==> src/rtl/hs_fifo_sync_pkg.sv <==
// Shared definitions for the hs_fifo_sync capture-path FIFO: default
// parameter values, head-register refill operations and a constant
// ceil(log2) helper usable in parameter expressions.
package hs_fifo_sync_pkg;

  localparam int HS_FIFO_D_WIDTH      = 32;
  localparam int HS_FIFO_DEPTH        = 16;
  localparam int HS_FIFO_AFULL_THRESH = 12;

  // What happens to the output head register on the coming edge.
  typedef enum logic [1:0] {
    HEAD_HOLD     = 2'd0,  // head valid and not consumed: keep it
    HEAD_FROM_RAM = 2'd1,  // refill from the oldest stored word
    HEAD_FROM_SRC = 2'd2,  // storage empty: incoming word goes straight to head
    HEAD_DRAIN    = 2'd3   // nothing left to present: head becomes invalid
  } head_op_e;

  // ceil(log2(value)); returns 0 for value <= 1.
  function automatic int hs_clog2(input int value);
    int result;
    int rem;
    result = 0;
    rem    = value - 1;
    while (rem > 0) begin
      result = result + 1;
      rem    = rem >> 1;
    end
    return result;
  endfunction

endpackage

==> src/rtl/hs_fifo_sync_if.sv <==
// Handshake bundle for hs_fifo_sync: upstream valid/ready/data, downstream
// valid/ready/data and the fill-level status. The slave modport is the FIFO
// side, the master modport is the surrounding logic (producer + consumer).
// Optional flush_i exists only when HS_FIFO_FLUSH_EN is defined.
interface hs_fifo_sync_if
  import hs_fifo_sync_pkg::*;
#(
  parameter int D_WIDTH = HS_FIFO_D_WIDTH,
  parameter int DEPTH   = HS_FIFO_DEPTH
);

  localparam int LVL_W = hs_clog2(DEPTH + 1);

  logic               valid_src_i;
  logic [D_WIDTH-1:0] data_src_i;
  logic               ready_src_o;
  logic               valid_dst_o;
  logic [D_WIDTH-1:0] data_dst_o;
  logic               ready_dst_i;
  logic [LVL_W-1:0]   level_o;
  logic               almost_full_o;
`ifdef HS_FIFO_FLUSH_EN
  logic               flush_i;
`endif

`ifdef HS_FIFO_FLUSH_EN
  modport slave (
    input  valid_src_i, data_src_i, ready_dst_i, flush_i,
    output ready_src_o, valid_dst_o, data_dst_o, level_o, almost_full_o
  );
  modport master (
    output valid_src_i, data_src_i, ready_dst_i, flush_i,
    input  ready_src_o, valid_dst_o, data_dst_o, level_o, almost_full_o
  );
`else
  modport slave (
    input  valid_src_i, data_src_i, ready_dst_i,
    output ready_src_o, valid_dst_o, data_dst_o, level_o, almost_full_o
  );
  modport master (
    output valid_src_i, data_src_i, ready_dst_i,
    input  ready_src_o, valid_dst_o, data_dst_o, level_o, almost_full_o
  );
`endif

endinterface

==> src/rtl/hs_fifo_ram.sv <==
// Storage array for hs_fifo_sync: DEPTH x D_WIDTH registers, one synchronous
// write port and an asynchronous read port. Storage is deliberately not reset;
// the pointers in the top level decide which entries are meaningful.
module hs_fifo_ram
  import hs_fifo_sync_pkg::*;
#(
  parameter int D_WIDTH = HS_FIFO_D_WIDTH,
  parameter int DEPTH   = HS_FIFO_DEPTH,
  parameter int ADDR_W  = hs_clog2(HS_FIFO_DEPTH)
) (
  input  logic               clk,
  input  logic               we,
  input  logic [ADDR_W-1:0]  waddr,
  input  logic [D_WIDTH-1:0] wdata,
  input  logic [ADDR_W-1:0]  raddr,
  output logic [D_WIDTH-1:0] rdata
);

  logic [D_WIDTH-1:0] mem [DEPTH];

  // Write port: store the incoming word at the write pointer.
  always_ff @(posedge clk) begin
    if (we) begin
      mem[waddr] <= wdata;
    end
  end

  // Read is combinational so the head register can refill in the same edge
  // that the current head is consumed.
  assign rdata = mem[raddr];

endmodule

==> src/rtl/hs_fifo_sync.sv <==
// hs_fifo_sync: single-clock valid/ready FIFO between the pixel packer and
// the DMA writer. The output word lives in a head register (first-word
// fall-through, one cycle latency); the remaining words live in hs_fifo_ram.
// level_o counts the head plus stored words, so capacity is DEPTH in total.
// All outputs are registered; there is no combinational source->dest path.
// Optional feature macro: HS_FIFO_FLUSH_EN adds a synchronous flush_i.
module hs_fifo_sync
  import hs_fifo_sync_pkg::*;
#(
  parameter int D_WIDTH      = HS_FIFO_D_WIDTH,
  parameter int DEPTH        = HS_FIFO_DEPTH,
  parameter int AFULL_THRESH = HS_FIFO_AFULL_THRESH
) (
  input logic           clk,
  input logic           resetn,
  hs_fifo_sync_if.slave bus
);

  localparam int PTR_W = hs_clog2(DEPTH);
  localparam int LVL_W = hs_clog2(DEPTH + 1);
  localparam logic [LVL_W-1:0] DEPTH_LVL = LVL_W'(DEPTH);
  localparam logic [LVL_W-1:0] AFULL_LVL = LVL_W'(AFULL_THRESH);

  // Registered state
  logic [PTR_W-1:0]   wr_ptr_reg,  wr_ptr_next;
  logic [PTR_W-1:0]   rd_ptr_reg,  rd_ptr_next;
  logic [LVL_W-1:0]   level_reg,   level_next;
  logic               head_valid_reg, head_valid_next;
  logic [D_WIDTH-1:0] head_data_reg,  head_data_next;
  logic               ready_reg,   ready_next;
  logic               afull_reg,   afull_next;

  // Datapath / control
  logic               flush;
  logic               push;
  logic               pop;
  logic               ram_empty;
  logic               ram_we;
  logic [D_WIDTH-1:0] ram_rdata;
  head_op_e           head_op;

`ifdef HS_FIFO_FLUSH_EN
  assign flush = bus.flush_i;
`else
  assign flush = 1'b0;
`endif

  assign push = bus.valid_src_i && ready_reg;
  assign pop  = head_valid_reg && bus.ready_dst_i;
  // Words in storage = level minus the one sitting in the head register.
  assign ram_empty = (level_reg == LVL_W'(head_valid_reg));

  hs_fifo_ram #(
    .D_WIDTH (D_WIDTH),
    .DEPTH   (DEPTH),
    .ADDR_W  (PTR_W)
  ) u_ram (
    .clk   (clk),
    .we    (ram_we),
    .waddr (wr_ptr_reg),
    .wdata (bus.data_src_i),
    .raddr (rd_ptr_reg),
    .rdata (ram_rdata)
  );

  // Decide how the head register is refilled this cycle.
  always_comb begin
    head_op = HEAD_HOLD;
    if (!head_valid_reg || pop) begin
      if (!ram_empty) begin
        head_op = HEAD_FROM_RAM;
      end else if (push) begin
        head_op = HEAD_FROM_SRC;
      end else begin
        head_op = HEAD_DRAIN;
      end
    end
  end

  // Next-state: pointers, level, head register and flags; flush overrides all.
  always_comb begin
    ram_we          = push && (head_op != HEAD_FROM_SRC);
    wr_ptr_next     = wr_ptr_reg;
    rd_ptr_next     = rd_ptr_reg;
    level_next      = level_reg;
    head_valid_next = head_valid_reg;
    head_data_next  = head_data_reg;

    if (ram_we) begin
      wr_ptr_next = wr_ptr_reg + PTR_W'(1);
    end

    unique case (head_op)
      HEAD_FROM_RAM: begin
        head_valid_next = 1'b1;
        head_data_next  = ram_rdata;
        rd_ptr_next     = rd_ptr_reg + PTR_W'(1);
      end
      HEAD_FROM_SRC: begin
        head_valid_next = 1'b1;
        head_data_next  = bus.data_src_i;
      end
      HEAD_DRAIN: begin
        head_valid_next = 1'b0;
      end
      default: begin
        head_valid_next = head_valid_reg;
      end
    endcase

    unique case ({push, pop})
      2'b10:   level_next = level_reg + LVL_W'(1);
      2'b01:   level_next = level_reg - LVL_W'(1);
      default: level_next = level_reg;
    endcase

    // Flush discards any same-cycle push/pop; the head data is left as is.
    if (flush) begin
      ram_we          = 1'b0;
      wr_ptr_next     = '0;
      rd_ptr_next     = '0;
      level_next      = '0;
      head_valid_next = 1'b0;
      head_data_next  = head_data_reg;
    end

    // Flags come from the next level so full drops ready without a bubble.
    ready_next = (level_next < DEPTH_LVL);
    afull_next = (level_next >= AFULL_LVL);
  end

  // State register with asynchronous active-low reset.
  always_ff @(posedge clk or negedge resetn) begin
    if (!resetn) begin
      wr_ptr_reg     <= '0;
      rd_ptr_reg     <= '0;
      level_reg      <= '0;
      head_valid_reg <= 1'b0;
      head_data_reg  <= '0;
      ready_reg      <= 1'b0;
      afull_reg      <= 1'b0;
    end else begin
      wr_ptr_reg     <= wr_ptr_next;
      rd_ptr_reg     <= rd_ptr_next;
      level_reg      <= level_next;
      head_valid_reg <= head_valid_next;
      head_data_reg  <= head_data_next;
      ready_reg      <= ready_next;
      afull_reg      <= afull_next;
    end
  end

  assign bus.ready_src_o   = ready_reg;
  assign bus.valid_dst_o   = head_valid_reg;
  assign bus.data_dst_o    = head_data_reg;
  assign bus.level_o       = level_reg;
  assign bus.almost_full_o = afull_reg;

endmodule
==> src/flat_wrapper.sv <==
// flat-port wrapper written by rule: the top's interface ports become plain ports
module hs_fifo_sync_flat import hs_fifo_sync_pkg::*;
#(
  parameter int D_WIDTH      = HS_FIFO_D_WIDTH,
  parameter int DEPTH        = HS_FIFO_DEPTH,
  parameter int AFULL_THRESH = HS_FIFO_AFULL_THRESH
)
  (clk, resetn, bus_valid_src_i, bus_data_src_i, bus_ready_dst_i, bus_ready_src_o, bus_valid_dst_o, bus_data_dst_o, bus_level_o, bus_almost_full_o);
  hs_fifo_sync_if #(.D_WIDTH(D_WIDTH), .DEPTH(DEPTH)) bus_i ();
  input logic clk;
  input logic resetn;
  input wire logic [$bits(bus_i.valid_src_i)-1:0] bus_valid_src_i;
  input wire logic [$bits(bus_i.data_src_i)-1:0] bus_data_src_i;
  input wire logic [$bits(bus_i.ready_dst_i)-1:0] bus_ready_dst_i;
  output wire logic [$bits(bus_i.ready_src_o)-1:0] bus_ready_src_o;
  output wire logic [$bits(bus_i.valid_dst_o)-1:0] bus_valid_dst_o;
  output wire logic [$bits(bus_i.data_dst_o)-1:0] bus_data_dst_o;
  output wire logic [$bits(bus_i.level_o)-1:0] bus_level_o;
  output wire logic [$bits(bus_i.almost_full_o)-1:0] bus_almost_full_o;
  assign bus_i.valid_src_i = bus_valid_src_i;
  assign bus_i.data_src_i = bus_data_src_i;
  assign bus_i.ready_dst_i = bus_ready_dst_i;
  assign bus_ready_src_o = bus_i.ready_src_o;
  assign bus_valid_dst_o = bus_i.valid_dst_o;
  assign bus_data_dst_o = bus_i.data_dst_o;
  assign bus_level_o = bus_i.level_o;
  assign bus_almost_full_o = bus_i.almost_full_o;
  hs_fifo_sync #(.D_WIDTH(D_WIDTH), .DEPTH(DEPTH), .AFULL_THRESH(AFULL_THRESH)) u_core (.clk(clk), .resetn(resetn), .bus(bus_i));
endmodule
==> config.mk <==
export PLATFORM = sky130hd
export DESIGN_NAME = hs_fifo_sync_flat
export DESIGN_NICKNAME = d
export VERILOG_FILES = /design/src/rtl/hs_fifo_sync_pkg.sv /design/src/rtl/hs_fifo_sync_if.sv /design/src/rtl/hs_fifo_ram.sv /design/src/rtl/hs_fifo_sync.sv /design/src/flat_wrapper.sv
export SDC_FILE = /design/constraint.sdc
export NUM_CORES = 1
export LEC_CHECK = 0
export CAP_MARGIN = 20
export CORE_ASPECT_RATIO = 1.1
export CORE_MARGIN = 2
export CORE_UTILIZATION = 30
export CTS_CLUSTER_SIZE = 25
export DETAILED_ROUTE_END_ITERATION = 12
export GPL_TIMING_DRIVEN = 1
export SYNTH_ARGS = -nofsm -noshare
export SYNTH_HDL_FRONTEND = slang
export SYNTH_SLANG_ARGS = --single-unit
==> constraint.sdc <==
create_clock -name clk -period 3.7 [get_ports clk]
set_input_delay 1.11 -clock clk [delete_from_list [all_inputs] [get_ports clk]]
set_output_delay 1.11 -clock clk [all_outputs]
set_load 0.01 [all_outputs]
# Yosys cells after proc, flatten, opt, wreduce, memory -nomap -nowiden
# Memories as Yosys holds them, arrays and structs flattened.
# Cells that the tools add are included.
# W data, S select, Z words.
# word_totals
ff_bits,48
ramBits,512
input_bits,36
output_inout_bits,40
wordCells,37
n_memories,1
# memory_table
name,words,width,read_ports,rd_ports_with_merged_regs,write_ports,line_no,rtl
u_core.u_ram.mem,16,32,1,0,1,hs_fifo_ram.sv:19,logic [D_WIDTH-1:0] mem [DEPTH];
# classes
addsub,4
magnitude_cmp,2
eq_ne,7
n_mux,8
reduce_logical,8
# ops
operator,count
$pmux W32 S2,1
$pmux W5 S2,1
$add A4 B1 Y4 const B,2
$eq A2 B2 Y1 const B,3
$add A5 B1 Y5 const B,1
$eq A5 B1 Y1,1
$ge A5 B4 Y1 const B,1
$lt A5 B5 Y1 const B,1
$sub A5 B1 Y5 const B,1
$eq A2 B1 Y1 const B,2
$mux W2,2
$reduce_bool A2 Y1,2
$logic_and A1 B1 Y1,3
$mux W1,3
$ne A2 B2 Y1 const B,1
$pmux W1 S2,1
$reduce_or A2 Y1,1
$logic_not A1 Y1,1
$logic_or A1 B1 Y1,1

# Depth between registers and ports, before layout
# Gate-level depths: netlist of the first run.
# logic_depth
word_depth,8
mapped_depth,12
depth_no_buf,10

# Hierarchy
# Synthesis of the first run repeated with hierarchy kept, for this count alone.
# hier_totals
hier_cells,1045
hier_area_um2,21692.1
# by_module_without_submodules
mod,instances,cells_each,area_each_um2,seq_area_each_um2
hs_fifo_ram,1,806,19213.4,15374.7
hs_fifo_sync,1,239,2478.6,1201.2

# Worst setup path after synthesis of the first run
# Ideal clock, no wire load.
# synth_path
kind,input -> register
from,input port bus_ready_dst_i
to,memory u_core.u_ram.mem[4][0] in the netlist's numbering (enable)
setup_time_ns,0.392
arrival_ns,3.284
t_required_ns,3.308
setup_slack_ns,0.024
stages,11
path_buffers,1
path_cell_list,and2_1 -> nand2_1 -> o21ai_0 -> nand2_1 -> inv_1 -> ha_1 -> clkbuf_1 -> nor2_1 -> nand2_1 -> nor2_1 -> and2_1
# synth_between
elab_chain_len,7
# synth_lines
element,line_no,rtl
start: declaration,flat_wrapper.sv:14,input wire logic [$bits(bus_i.ready_dst_i)-1:0] bus_ready_dst_i;
$logic_and A1 B1 Y1,hs_fifo_sync.sv:49,assign pop = head_valid_reg && bus.ready_dst_i;
$logic_or A1 B1 Y1,hs_fifo_sync.sv:69,if (!head_valid_reg || pop) begin
$mux W2,hs_fifo_sync.sv:69,
$ne A2 B2 Y1,hs_fifo_sync.sv:82,ram_we = push && (head_op != HEAD_FROM_SRC);
$logic_and A1 B1 Y1,hs_fifo_sync.sv:82,
$mux W1,hs_fifo_ram.sv:23,if (we) begin
$mux W1 (not written as such),hs_fifo_ram.sv:24,mem[waddr] <= wdata;
end: declaration,hs_fifo_ram.sv:19,
# Every way passes these cells.

# Worst setup path after layout of the first run
# layout_path
from,input port bus_ready_dst_i
to,memory u_core.u_ram.mem[10][18] in the netlist's numbering (enable)
# The elaborated chain is that of the path after synthesis.

==> reports/results.ini, run 1 <==
[timing]
rsz0062_at_grt = false
final_max_slew_viol_count = 0
setup_tns_ns = 0
max_freq_ghz = 0.330
period_needed_ns = 3.03
final.setup.worst_slack_ns = 0.673
hold_slack_ns = 0.457
fin_worst_skew_ns = 0.0237
max-slew-margin-rel_pct = 43.3
setup_viol = 0
finalCritPeriodShare_pct = 81.8
finalHoldViolCount = 0
worst_slew_pin_slew_ns = 0.850

[logic_synthesis]
synth_cells = 1043
ys.flop_type = edfxtp_1
synth_compound_area_share_pct = 3.19
synth-simple-area-share_pct = 2.43
synth-seq-cells = 560
synth_mux_area_share_pct = 16.9
synth_top_family_by_area = multiplexers
async_flop_share_pct = 8.57
ys_warn_count = 0
synth_nets = 1091
synth_edf_count = 512
ys_seq_area_share_pct = 74.7
synth-xor-area-share_pct = 0.553
synthAdderAreaFrac_pct = 0.677
syn_area_mm2 = 0.0222
synth.distinct_cells = 44
synth_area_per_cell_um2 = 21.3

[cts]
postCtsSetupBuffers = 0
ctsHtreeMaxLevel = 2
cts_inserted_buffers = 54
root_buffer = clkbuf_16
clockBufferDepth = 3
cts_resized = 0
cts_tree = built
clock-sinks = 560
path_clk_slew_ns = 0.06
hold_buffers = 0
clock_latency_ns = 0.61

[floorplan]
core_region_area_mm2 = 0.0731
row_count = 104
die_height_um = 289
initial_core_util_pct = 30.3
fp.dieW_um = 263
ios = 76
dieArea_mm2 = 0.0761

[final_layout]
drive_gt1_share_pct = 28.0
final_cells = 2175
area_growth_pct = 19.3
nets = 1228
antenna_cells = 0
regMostFlops = u_core.u_ram.mem
largest_register_ffs = 512

[global_route]
grt-busiest-layer = met2
use_met1_pct = 17.7
grt_pass1_vias = 11100
grt_pass1_wl_mm = 74.9
grt_use_met3_pct = 2.22
grt_max_degree = 55
grt_use_met2_pct = 22.7
antenna_found_initial = 1
track_usage_pct = 13.3
overflow = 0

[detailed_routing]
ant_nets = 0
num_vias = 10400
viasPerCell = 4.80
drc = 0
wire_per_inst_um = 22.9
drtPass1Iterations = 5
drt_first_iter_violations = 924
wl_mm = 49.8

[power]
p_per_area_mw_per_mm2 = 715
power.leakage_nw = 8.58
vdd_ir_drop_max_v = 0.000427

[placement]
gp_congestion = 0.723
dpl.hpwl_mm = 31.3
io_buffers = 75
dp_cells = 2078
pre_cts_slack_ns = 0.0478

[critical_path]
critPathMaxFanout = 17
cp-start-kind = input pin
r2r_slack_ns = 0.84
worstPathRequired_ns = 3.99
critPathArrivalTime_ns = 3.32
ff2ff_path_depth = 9
cp-end-kind = register
crit_type = in2reg

[hold_path]
min_path_type = in2async

[run]
drv_cap = 0

[outcome]
status = finished, final reports clean

synth_stat cells (2+ instances only):
cell type	n	area, um2
a211oi_1	2	15.0
a221oi_1	5	43.8
a221oi_2	28	420
and2_1	18	113
and3_1	3	18.8
buf_1	8	30.0
buf_12	3	60.1
buf_2	8	40.0
buf_4	4	30.0
clkbuf_1	35	131
dfrtp_1	48	1200
edfxtp_1	512	15400
ha_1	12	150
inv_1	7	26.3
mux2_2	6	67.6
mux2_4	28	420
mux2i_1	34	340
mux4_1	8	210
mux4_2	120	2700
nand2_1	43	161
nand4_1	2	12.5
nor2_1	37	139
nor2b_1	3	18.8
nor3_1	2	10.0
nor4_1	2	12.5
o21ai_0	4	20.0
o21ai_1	32	160
xnor2_1	8	70.1
xor2_1	6	52.6
placed cells by master (no fill, tap or decap), types with 2 or more instances in the layout:
cell type        netlist  final
nand2_1               43     43
nand4_1                2      2
and2_1                18      2
clkinv_1               0     11
mux2_2                 6      6
mux2_4                28     28
a211oi_1               2      2
mux4_1                 8      8
clkbuf_1              35     15
ha_1                  12     10
clkinv_4               0      2
nor4_1                 2      2
a221oi_2              28     28
clkbuf_16              0     55
clkinv_8               0      2
mux4_2               120    120
nor2_1                37     37
edfxtp_1             512    512
mux2i_1               34     34
nor2b_1                3      3
dfrtp_1               48     45
inv_1                  7      7
dfrtp_4                0      3
buf_4                  4     27
buf_12                 3     39
xnor2_1                8      8
and2_2                 0     16
clkbuf_8               0      2
and3_1                 3      3
xor2_1                 6      6
clkdlybuf4s50_1        0     74
o21ai_0                4      4
clkinv_2               0      7
a221oi_1               5      5
o21ai_1               32     32
inv_6                  0      2
per-layer routing:
layer	vias up	part of all wire (%)
met2	249	50
met4	2	1.9
li1	4568	-
met3	70	4.2
met5	-	0.026
met1	5555	44
metrics by stage:
stage               util, %  area [um2]  power, W
finish                 36.2       26500    0.0189
global route           36.2       26500    0.0198
CTS                    36.2       26500    0.0193
detailed placement     34.0       24800    0.0141
global placement       34.0       24800    0.0140
floorplan                 -       22200    0.0120
final cells by class:
type / count / area, um2
clock inverter: 25 / 174
clock buffer: 72 / 1460
timing repair buffer: 141 / 1730
tap: 954 / 1190
inverter: 7 / 26.3
multi-input combinational: 416 / 5300
fill: 6666 / 46700
sequential: 560 / 16600
cells by family after synthesis:
kind of cell             count (synthesis)
flip-flops                             560
multiplexers                           196
AND/OR/NAND/NOR                        117
AO/OA/AOI/OAI                           77
buffers and inverters                   67
XOR/XNOR                                14
adder cells (fa/ha/maj)                 12
critical path: stages:
cell and delay [ns]:
clkdlybuf4s50_1 0.43, and2_1 0.20, nand2_1 0.07, o21ai_0 0.10, nand2_1 0.13, inv_1 0.07, ha_2 0.24, nor4b_1 0.47
and2_2 0.29, buf_12 0.18
power breakdown:
group	leakage (nW)	switching, W	internal (W)
combinational	2.59	0.00257	0.00300
clock	0.800	0.00231	0.00284
sequential	5.19	0.000643	0.00756
path summary, 6_finish.rpt:
path | startpoint | to
setup / recovery | bus_ready_dst_i | u_core.u_ram.mem[10][18]$_DFFE_PP_
max in group asynchronous | resetn | u_core.rd_ptr_reg[0]$_DFFE_PN0N_
min in group clk | u_core.bus.data_dst_o[2]$_DFFE_PN0P_ | u_core.bus.data_dst_o[2]$_DFFE_PN0P_
hold / removal | resetn | u_core.bus.level_o[2]$_DFF_PN0_
setup reg to reg | u_core.bus.level_o[3]$_DFF_PN0_ | u_core.bus.data_dst_o[15]$_DFFE_PN0P_
hold reg to reg | u_core.bus.data_dst_o[2]$_DFFE_PN0P_ | u_core.bus.data_dst_o[2]$_DFFE_PN0P_
Power figures use the tool's default switching activity.
==> run 2: changes to the inputs <==
- clock period: 3.7 -> 2.7 ns (I/O delays scaled with it)
==> run 2 against run 1 <==
Compared with the run above: critical path depth shrank 2; cell count grew 2.7%; design area grew 2.9%; register-to-register slack lost 0.72 ns; via count grew 1.7%; critical endpoint is now u_core.bus.data_dst_o[4]$_DFFE_PN0P_; first-iteration DRC count shrank 14%; worst hold slack lost 0.19 ns; die area is the same; clock power grew 48%; count of clock-buffer cells in the layout grew 3; non-clock buffer count grew 56.
==> reports/results.ini, run 2 (synthesis gave the netlist of run 1 again) <==
[outcome]
status = finished, final reports clean

[final_layout]
regMostFlops = u_core.u_ram.mem
drive_gt1_share_pct = 32.2
mostFrequentLayoutCell = edfxtp_1
final_cell_mix = edfxtp_1 (512), mux4_2 (120), clkdlybuf4s50_1 (74), buf_4 (74), clkbuf_16 (55)
antenna_cells = 0
design_area_mm2 = 0.0272
largest_register_ffs = 512
area_growth_pct = 22.7
nets = 1284

[critical_path]
cp_num_buf_inv = 2
critPathMaxFanout = 15
critPathArrivalTime_ns = 3.10
crit_path_max_incr_delay_ns = 0.54
crit_slowest_cell = or4_1
crit_start = u_core.bus.level_o[3]$_DFF_PN0_
worstPathRequired_ns = 3.22
cp-end-kind = register
cp-start-kind = register
crit_type = reg2reg
r2r_start = u_core.bus.level_o[3]$_DFF_PN0_
critical_path.top_delay_family = simple AND/OR/NAND/NOR gates
crit_chain = or4_1 -> o32a_1 -> buf_4 -> ha_4 -> nor3_2 -> buf_12 -> a221oi_1 -> o21ai_1

[cts]
clock-sinks = 560
cts_inserted_buffers = 54
root_buffer = clkbuf_16
ctsHtreeMaxLevel = 2
path_clk_slew_ns = 0.06
clock_latency_ns = 0.60
clockBufferDepth = 3
cts_tree = built

[power]
finalPower_w = 0.0271
swShare_pct = 28.9
p_comb_share_pct = 30.9
p_int_w = 0.0193
p_per_area_mw_per_mm2 = 996
power.leakage_nw = 8.95
vdd_ir_drop_max_v = 0.000505
p_clk_share_pct = 28.0
seq_power_share_pct = 41.1
p_sw_w = 0.00784

[placement]
gp_congestion = 0.764
dpl.hpwl_mm = 32.6
io_buffers = 75
placed_area_mm2 = 0.0254
pre_cts_slack_ns = -0.488

[timing]
fin_worst_skew_ns = 0.0217
finalCritPeriodShare_pct = 95.4
hold_slack_ns = 0.266
setup_tns_ns = 0
rsz0062_at_grt = false
final_max_slew_viol_count = 0
period_needed_ns = 2.58
finalHoldViolCount = 0
setup_viol = 0
final.setup.worst_slack_ns = 0.125
max-slew-margin-rel_pct = 49.4
worst_slew_pin_slew_ns = 0.759
max_freq_ghz = 0.388

[detailed_routing]
num_vias = 10600
wire_per_inst_um = 22.8
drtPass1Iterations = 4
viasPerCell = 4.75
drc = 0
wl_mm = 51.0
ant_nets = 0
drt_first_iter_violations = 796

[floorplan]
die_height_um = 289
row_count = 104
core_region_area_mm2 = 0.0731
fp.dieW_um = 263
ios = 76
dieArea_mm2 = 0.0761
initial_core_util_pct = 30.3

[global_route]
grt_max_degree = 35
antenna_found_initial = 0
overflow = 0
grt_pass1_vias = 11400
grt_pass1_wl_mm = 76.8
track_usage_pct = 13.6

[hold_path]
min_path_type = in2async

[run]
drv_cap = 0

-- run 2: cell count changes in the layout (fill, tap and decap cells not counted), sizes merged --
cell	change
buf	+56
clkinv	-11
clkinvlp	+6
bufinv	+5
clkbuf	+3
-- run 2: final cells by class --
class	count	area (um2)
clock inverters	25	297
multi-input cells	416	5380
clock buffers	75	1480
flip-flops and latches	560	16600
fillers	6590	45900
inverters	7	26.3
well taps	954	1190
repair buffers	197	2260
-- run 2: power groups by stage --
stage	registers, W	clock network (W)	logic (W)
floorplan	0.0110	0	0.00551
global placement	0.0113	0	0.00849
detailed placement	0.0113	0	0.00856
CTS	0.0112	0.00778	0.00860
global route	0.0112	0.00811	0.00899
finish	0.0111	0.00760	0.00839
-- run 2: worst paths after layout --
path	endpoint	slack, ns	cells past startpoint
max in group asynchronous	u_core.rd_ptr_reg[0]$_DFFE_PN0N_	1.77	2
hold / removal	u_core.bus.data_dst_o[11]$_DFFE_PN0P_	0.27	1
setup reg to reg	u_core.bus.data_dst_o[4]$_DFFE_PN0P_	0.12	8
min in group clk	u_core.bus.data_dst_o[29]$_DFFE_PN0P_	0.52	2
setup / recovery	u_core.bus.data_dst_o[4]$_DFFE_PN0P_	0.12	8
hold reg to reg	u_core.bus.data_dst_o[29]$_DFFE_PN0P_	0.52	2
-- run 2: worst register-to-register path, cell delays in order (launching register included) --
cell,delay [ns]
dfrtp_1,0.37
or4_1,0.54
o32a_1,0.36
buf_4,0.15
ha_4,0.25
nor3_2,0.38
buf_12,0.26
a221oi_1,0.12
o21ai_1,0.09
-- run 2: metrics by stage --
| step | util [%] | cells |
|---|---|---|
| 2_1_floorplan | - | 1043 |
| 3_3_place_gp | 34.8 | 2134 |
| 3_5_place_dp | 34.8 | 2134 |
| 4_1_cts | 37.2 | 2234 |
| 5_1_grt | 37.2 | 2234 |
| 6_report | 37.2 | 2234 |
-- run 2: repair_timing --
item | CTS | global route
endpoints found under the setup margin | 0 | 202
buffers inserted | 0 | 0
hold buffers | 0 | 0
gates resized for setup | 0 | 2
-- run 2: routing by layer --
layer	vias to the layer above	global-route usage, %	share of wire [%]
met5	-	0	0
met4	0	3.44	2.1
met3	68	2.28	4.1
met2	226	23.7	52
met1	5650	17.7	42
li1	4675	-	-
